===== config.mk =====
export PLATFORM = sky130hd
export DESIGN_NAME = mul_arbiter
export DESIGN_NICKNAME = d
export VERILOG_FILES = /design/src/rtl/mul_arbiter.sv
export SDC_FILE = /design/constraint.sdc
export NUM_CORES = 1
export LEC_CHECK = 0
export BUFFER_PORTS_ARGS = -buffer_cell sky130_fd_sc_hd__buf_2
export CELL_PAD_IN_SITES_DETAIL_PLACEMENT = 2
export CELL_PAD_IN_SITES_GLOBAL_PLACEMENT = 2
export CORE_UTILIZATION = 30
export DETAILED_ROUTE_END_ITERATION = 12
export PLACE_DENSITY_LB_ADDON = 0.05
export SLEW_MARGIN = 10
export SYNTH_ARGS = -nofsm -noshare
export SYNTH_HDL_FRONTEND = slang
export SYNTH_SLANG_ARGS = --single-unit

===== constraint.sdc =====
create_clock -name Clk -period 6 [get_ports Clk]
set_clock_uncertainty 0.05 [all_clocks]
set_input_delay 0.3 -clock Clk [delete_from_list [all_inputs] [get_ports Clk]]
set_output_delay 0.3 -clock Clk [all_outputs]
set_load 0.01 [all_outputs]

===== src/rtl/mul_arbiter.sv =====
// Two-requester arbiter in front of one shared sequential multiplier.
// Define MUL_ARB_RR_EN for round-robin tie-breaking; default is fixed priority to requester 0.
module mul_arbiter (
    input  logic        Clk,
    input  logic        Reset,
    input  logic        Req0,
    input  logic        Req1,
    input  logic [31:0] A0,
    input  logic [31:0] B0,
    input  logic [31:0] A1,
    input  logic [31:0] B1,
    output logic        Gnt0,
    output logic        Gnt1,
    output logic        Done0,
    output logic        Done1,
    output logic [63:0] P,
    output logic        Mul_Start,
    output logic [31:0] Mul_A,
    output logic [31:0] Mul_B,
    input  logic        Mul_Done,
    input  logic [63:0] Mul_P,
    output logic        Busy
);

    typedef enum logic [2:0] {
        StIdle,
        StGrant,
        StIssue,
        StWait,
        StResp
    } state_e;

    state_e state;
    logic   winner;
    logic   pick;

`ifdef MUL_ARB_RR_EN
    logic ptr;
`endif

    // pick is only consumed when at least one request is present
    always_comb begin
`ifdef MUL_ARB_RR_EN
        pick = (Req0 && Req1) ? ptr : Req1;
`else
        pick = !Req0;
`endif
    end

    always_ff @(posedge Clk or posedge Reset) begin
        if (Reset) begin
            state     <= StIdle;
            winner    <= 1'b0;
            Gnt0      <= 1'b0;
            Gnt1      <= 1'b0;
            Done0     <= 1'b0;
            Done1     <= 1'b0;
            Mul_Start <= 1'b0;
            Busy      <= 1'b0;
            P         <= '0;
            Mul_A     <= '0;
            Mul_B     <= '0;
`ifdef MUL_ARB_RR_EN
            ptr       <= 1'b0;
`endif
        end else begin
            Gnt0      <= 1'b0;
            Gnt1      <= 1'b0;
            Done0     <= 1'b0;
            Done1     <= 1'b0;
            Mul_Start <= 1'b0;
            case (state)
                StIdle: begin
                    if (Req0 || Req1) begin
                        winner <= pick;
                        Mul_A  <= pick ? A1 : A0;
                        Mul_B  <= pick ? B1 : B0;
                        Gnt0   <= !pick;
                        Gnt1   <= pick;
                        Busy   <= 1'b1;
                        state  <= StGrant;
`ifdef MUL_ARB_RR_EN
                        ptr    <= !pick;
`endif
                    end
                end
                StGrant: begin
                    Mul_Start <= 1'b1;
                    state     <= StIssue;
                end
                StIssue: begin
                    state <= StWait;
                end
                StWait: begin
                    // no timeout: the multiplier is trusted to answer eventually
                    if (Mul_Done) begin
                        P     <= Mul_P;
                        Done0 <= !winner;
                        Done1 <= winner;
                        state <= StResp;
                    end
                end
                StResp: begin
                    Busy  <= 1'b0;
                    state <= StIdle;
                end
                default: begin
                    Busy  <= 1'b0;
                    state <= StIdle;
                end
            endcase
        end
    end

    a_gnt_onehot : assert property (@(posedge Clk) disable iff (Reset) !(Gnt0 && Gnt1));
    a_done_onehot : assert property (@(posedge Clk) disable iff (Reset) !(Done0 && Done1));
    a_busy_state : assert property (@(posedge Clk) disable iff (Reset)
        Busy == (state != StIdle));

endmodule


==> results_dict.tcl, run 1 <==
set metrics [dict create \
    run_status "finished clean" \
    sw_frac_of_total_pct 32.9 \
    syn2layout_area_growth_pct 39.4 \
    portBuffers 330 \
    worstSetupStartpointType "flop" \
    worstSetupEndpointType "flop" \
    hold_class "primary input to flop" \
    fin_nets 904 \
    dieHeight_um 143 \
    setup_repair_after_global_routing_missed_its_margin "no" \
    cellPowerDensity_mw_per_mm2 520 \
    cell_internal_pwr_mw 2.92 \
    yosys-top-cells-area "sky130_fd_sc_hd__dfrtp_1 (58%), sky130_fd_sc_hd__mux2_2 (36%), sky130_fd_sc_hd__buf_12 (2.0%)" \
    cts.sink_count 138 \
    yosysWarnings 0 \
    post_cts.resized_instances 0 \
    grt.total_usage_pct 17.4 \
    critical_path.cell_chain "nor3_1 -> o21a_2 -> buf_4 -> mux2_2" \
    detailedPlacementHpwl_um 13700 \
    synth.area.mux_share_pct 36.0 \
    grt_pass1_wl_um 26300 \
    clock_latency_late_sink_ns 0.41 \
    synthXorXnorAreaFrac_pct 0 \
    synth_fa_ha_area_share_pct 0 \
    cts_tree "yes" \
    yosys.cell_count.top_type "sky130_fd_sc_hd__mux2_2" \
    ctsLongestPathBuffers 2 \
    synthSimpleGateAreaFrac_pct 1.15 \
    path_clk_slew_ns 0.06 \
    required_ns 6.24 \
    global_route.usage.met1_pct 18.1 \
    ctsRootBufferMaster "sky130_fd_sc_hd__clkbuf_16" \
    design.portCount 331 \
    antenna_violating_nets_post_route 0 \
    vias 4366 \
    syn_std_cell_area_mm2 0.00600 \
    total_switching_power_mw 1.43 \
    synth_compound_area_share_pct 0.521 \
    totalWireLength_um 17800 \
    tritoncts.num_buffers 17 \
    global_route_congestion_overflow_total 0 \
    htreeDepth 4 \
    post_synth.cell_area_avg_um2 16.0 \
    grt_busiest_layer "met2" \
    maxSlewHeadroom_pct 44.2 \
    worst-setup-path-type "flop to flop" \
    fin_crit_sh_pct 42.9 \
    synth.net_count 572 \
    fp.dieArea_mm2 0.0206 \
    globalplace.congestion 0.735 \
    yosys_register_bits 138 \
    netlist_instances 375 \
    slowest_delay_ns 0.63 \
    p_total_mw 4.35 \
    timing_hold_violations_final 0 \
    final.fill_count 2055 \
    synth_flop_cell "sky130_fd_sc_hd__dfrtp_1" \
    initial_utilization_pct 30.7 \
    synthDominantAreaCellType "sky130_fd_sc_hd__dfrtp_1" \
    core_area_mm2 0.0195 \
    async_s_r_ff_share_synth_pct 100 \
    drt_pass1_iterations 4 \
    combPwrFrac_pct 37.8 \
    synth_common_cells "sky130_fd_sc_hd__mux2_2 (192), sky130_fd_sc_hd__dfrtp_1 (138), sky130_fd_sc_hd__buf_12 (6), sky130_fd_sc_hd__clkbuf_8 (6), sky130_fd_sc_hd__nor2_1 (5)" \
    critical_path.n_buffers_inverters 1 \
    ys_types 21 \
    synth-edff-count 0 \
    die_x_um 143 \
    insertedDiodeCount 0 \
    use_met2_pct 31.6 \
    synth_top_area_share_pct 57.6 \
    synth.yosys.seq_area_share_pct 57.6 \
    final.setup.tns_ns 0 \
    irDropWorstVdd_uv 195 \
    max_cap_violations 0 \
    floorplan.rows 51 \
    cts.repair_timing.setup_buffer_count 0 \
    final_period_minus_worst_setup_slack_ns 2.57 \
    critPathMaxFanout 38 \
    tightestPinTransition_ns 0.836 \
    grt_max_degree 76 \
    crit_slowest_cell "sky130_fd_sc_hd__o21a_2" \
    pwr-share-seq_pct 37.6 \
    grt_antenna_before_repair 0 \
    avgViaCountPerCell 4.43 \
    post_route_cells_drive_above_1_share_pct 78.1 \
    total_leakage_power_nw 4.06 \
    crit_arrival_ns 2.81 \
    max_clock_freq_ghz 0.389 \
    grt_pass1_vias 4799 \
    initialDrtViolationCount 126 \
    global_route.usage.met3_pct 6.46 \
    combinational_family_with_the_most_area_after_synthesis "multiplexers" \
    drc_errors 0 \
    slew_viol_final 0 \
    timing.critical_path.max_delay_family "compound AO/OA/AOI/OAI gates" \
    setup_viol 0 \
    power.share.clock_pct 24.6 \
    routed_wire_length_per_instance_um 18.1 \
]
-- power groups by stage --
stage | sequential, mW | clock (mW) | combinational, mW
after floorplan | 1.86 | 0 | 0.794
after global placement | 1.62 | 0 | 1.64
after detailed placement | 1.66 | 0 | 1.69
after CTS | 1.65 | 1.10 | 1.69
after global routing | 1.71 | 1.14 | 1.78
final | 1.64 | 1.07 | 1.64
-- registers in the layout (all words and copies together) (netlist names) --
name,cells
P,64
Mul_A,32
Mul_B,32
state,3
Busy,1
Done0,1
Done1,1
Gnt0,1
Gnt1,1
Mul_Start,1
winner,1
-- worst paths after layout --
check                          from        end  slack (ns)  depth (start not counted)
min reg2reg                  winner      Done0        0.39                          1
max                        state[2]  Mul_B[30]        3.43                          4
min in group asynchronous     Reset      P[14]        0.50                          3
min                        Mul_P[1]       P[1]        0.06                          2
max in group asynchronous     Reset  Mul_B[30]        4.08                          4
max reg2reg                state[2]  Mul_B[30]        3.43                          4
-- final cells by class --
cell class | instances | area, µm² | area share (%)
clock inverters | 14 | 173 | 2.06
multi-input cells | 210 | 2260 | 27.1
well taps | 265 | 332 | 3.96
repair buffers | 335 | 1690 | 20.2
clock buffers | 18 | 429 | 5.13
inverters | 5 | 23.8 | 0.284
flip-flops and latches | 138 | 3450 | 41.3
-- logic make-up after synthesis --
logic type             after synthesis
DFF                                138
AOI/OAI and AO/OA                    5
and+or+nand+nor                     13
buffers and inverters               27
muxes                              192
-- through the flow --
stage                     hold WS, ns  utilization [%]  cells  cell area [µm²]  setup WS, ns
after floorplan                 0.351                -    375             6000          1.95
after global placement          0.373             39.7    952             7750          3.46
after detailed placement        0.393             39.7    952             7750          3.38
after CTS                      0.0409             42.8    985             8370          3.38
after global routing           0.0443             42.8    985             8370          3.23
final                          0.0615             42.8    985             8370          3.43
-- worst reg2reg max path: cells and delay by family, from the launching register on --
kind	cells	cell delay [ns]
flip-flops	1	0.43
AND/OR/NAND/NOR	1	0.35
buffers and inverters	1	0.56
multiplexers	1	0.44
AO/OA/AOI/OAI	1	0.63
-- per-layer routing --
layer / up-vias / wire, µm
met5: - / 0
met1: 2149 / 6490
met3: 24 / 1650
met4: 0 / 284
met2: 195 / 9390
li1: 1998 / -
-- layout by cell type (no fill, tap or decap), types with 2 or more instances in the layout --
cell,instances
sky130_fd_sc_hd__mux2_2,192
sky130_fd_sc_hd__inv_1,3
sky130_fd_sc_hd__clkinv_4,2
sky130_fd_sc_hd__clkbuf_16,17
sky130_fd_sc_hd__dfrtp_1,138
sky130_fd_sc_hd__nor2_1,5
sky130_fd_sc_hd__bufinv_16,3
sky130_fd_sc_hd__nor3b_1,2
sky130_fd_sc_hd__buf_2,330
sky130_fd_sc_hd__nor3_1,2
sky130_fd_sc_hd__inv_6,3
sky130_fd_sc_hd__clkinv_2,2
sky130_fd_sc_hd__a21oi_1,2
sky130_fd_sc_hd__clkinvlp_4,5
sky130_fd_sc_hd__buf_4,4
-- timing repair --
action	CTS	global route
endpoints found under the setup margin	0	0
endpoints found under the hold margin	74	0
hold buffers	1	0
No activity file was read; power rests on OpenSTA's default activity.
==> run 2: changes to the inputs <==
--- a/config.mk
+++ b/config.mk
@@ -8,7 +8,7 @@
 export BUFFER_PORTS_ARGS = -buffer_cell sky130_fd_sc_hd__buf_2
 export CELL_PAD_IN_SITES_DETAIL_PLACEMENT = 2
 export CELL_PAD_IN_SITES_GLOBAL_PLACEMENT = 2
-export CORE_UTILIZATION = 30
+export CORE_UTILIZATION = 25
 export DETAILED_ROUTE_END_ITERATION = 12
 export PLACE_DENSITY_LB_ADDON = 0.05
 export SLEW_MARGIN = 10
==> constraint.sdc (replaced) <==
create_clock -name Clk -period 2.3 [get_ports Clk]
set_clock_uncertainty 0.05 [all_clocks]
set_input_delay 0.115 -clock Clk [delete_from_list [all_inputs] [get_ports Clk]]
set_output_delay 0.115 -clock Clk [all_outputs]
set_load 0.01 [all_outputs]
==> results_dict.tcl, run 2 (synthesis gave the netlist of run 1 again) <==
set metrics [dict create \
    final_period_minus_worst_setup_slack_ns 1.80 \
    syn2layout_area_growth_pct 55.5 \
    drc_errors 0 \
    antenna_violating_nets_post_route 0 \
    detailedPlacementHpwl_um 13800 \
    crit_arrival_ns 2.05 \
    totalWireLength_um 19100 \
    drt_pass1_iterations 4 \
    final.setup.tns_ns 0 \
    global_route_congestion_overflow_total 0 \
    reg_top3 "P: 64 flops, Mul_A: 32 flops, Mul_B: 32 flops" \
    irDropWorstVdd_uv 497 \
    floorplan.rows 56 \
    dp_slack_ns 0.498 \
    fin_nets 982 \
    reg2reg_depth 5 \
    max_clock_freq_ghz 0.555 \
    run_status "finished clean" \
    post_route_cells_drive_above_1_share_pct 70.8 \
    mostFrequentLayoutCell "sky130_fd_sc_hd__buf_2" \
    dieHeight_um 157 \
    tightestPinTransition_ns 0.694 \
    ctsRootBufferMaster "sky130_fd_sc_hd__clkbuf_16" \
    max_cap_violations 0 \
    core_area_mm2 0.0235 \
    total_leakage_power_nw 4.44 \
    setup_repair_after_global_routing_missed_its_margin "no" \
    layout.core_utilization_pct 39.7 \
    initialDrtViolationCount 108 \
    clock_latency_late_sink_ns 0.41 \
    fin_crit_sh_pct 78.3 \
    critPathMaxFanout 65 \
    grt_pass1_wl_um 28900 \
    globalplace.congestion 0.761 \
    finalHoldWorstSlack_ns 0.0160 \
    portBuffers 330 \
    slew_viol_final 0 \
    post-route-worst-setup-slack_ns 0.498 \
    die_x_um 157 \
    ctsLongestPathBuffers 2 \
    maxSlewHeadroom_pct 53.7 \
    worstSetupStartpointType "flop" \
    vias 4669 \
    design.portCount 331 \
    timing_hold_violations_final 0 \
    post_cts.resized_instances 0 \
    required_ns 2.55 \
    cts_tree "yes" \
    tritoncts.num_buffers 17 \
    avgViaCountPerCell 4.18 \
    path_clk_slew_ns 0.06 \
    initial_utilization_pct 25.6 \
    worstSetupEndpointType "flop" \
    htreeDepth 4 \
    routed_wire_length_per_instance_um 17.1 \
    hold_class "primary input to flop" \
    grt.total_usage_pct 15.7 \
    fp.dieArea_mm2 0.0246 \
    setup_viol 0 \
    grt_pass1_vias 5289 \
    max_reg_flops 64 \
    worst-setup-path-type "flop to flop" \
    cts.sink_count 138 \
    grt_antenna_before_repair 1 \
    regMostFlops "P" \
    cellPowerDensity_mw_per_mm2 1260 \
    mostFrequentLayoutCells "sky130_fd_sc_hd__buf_2 (330), sky130_fd_sc_hd__mux2_2 (192), sky130_fd_sc_hd__dfrtp_1 (138)" \
    grt_max_degree 88 \
    hold-path-cell-count 3 \
]
==> run 2: worst max-delay path: stages (launching register included) <==
cell,delay (ns)
sky130_fd_sc_hd__dfrtp_1,0.43
sky130_fd_sc_hd__nand3_1,0.13
sky130_fd_sc_hd__or2_4,0.26
sky130_fd_sc_hd__inv_2,0.07
sky130_fd_sc_hd__buf_12,0.27
sky130_fd_sc_hd__mux2_2,0.39
==> run 2: report_power, final <==
part	internal (mW)	switching [mW]	total [mW]
Combinational	2.39	2.12	4.51
Clock	1.93	1.08	3.01
Sequential	3.66	0.605	4.27
Total	7.98	3.80	11.8
==> run 2: metrics by stage <==
stage | total power, mW | instances | instance area (µm²)
final | 11.8 | 1118 | 9330
after global routing | 12.5 | 1118 | 9330
after CTS | 12.0 | 1117 | 9320
after detailed placement | 8.81 | 1009 | 7920
after global placement | 8.61 | 1009 | 7920
after floorplan | 6.93 | 375 | 6000
==> run 2: repair_timing <==
| action | CTS | global route |
|---|---|---|
| buffers inserted | 0 | 0 |
| hold buffers | 76 | 0 |
| endpoints found under the hold margin | 211 | 0 |
==> run 2: worst paths after layout <==
kind | from | end | slack [ns]
worst min-delay path | A1[12] | Mul_A[12] | 0.02
worst max-delay path | state[1] | P[48] | 0.50
worst min register to register | winner | Done0 | 0.38
min in group asynchronous | Reset | P[60] | 0.36
worst max register to register | state[1] | P[48] | 0.50
max in group asynchronous | Reset | Mul_B[24] | 1.25
==> run 2: area by class of cell <==
class | count | area, µm²
Antenna cell | 1 | 2.50
Clock buffer | 18 | 429
Clock inverter | 14 | 216
Fill cell | 2465 | 14100
Inverter | 5 | 22.5
Multi-Input combinational cell | 210 | 2260
Sequential cell | 138 | 3450
Tap cell | 319 | 399
Timing Repair Buffer | 413 | 2540
==> run 2: layer usage <==
layer | track usage (%) | wire length (µm) | vias to the layer above
met3 | 4.76 | 1400 | 23
met4 | 5.51 | 364 | 0
li1 | - | - | 2154
met2 | 29.1 | 10300 | 189
met1 | 16.6 | 6980 | 2303
met5 | 0 | 0 | -
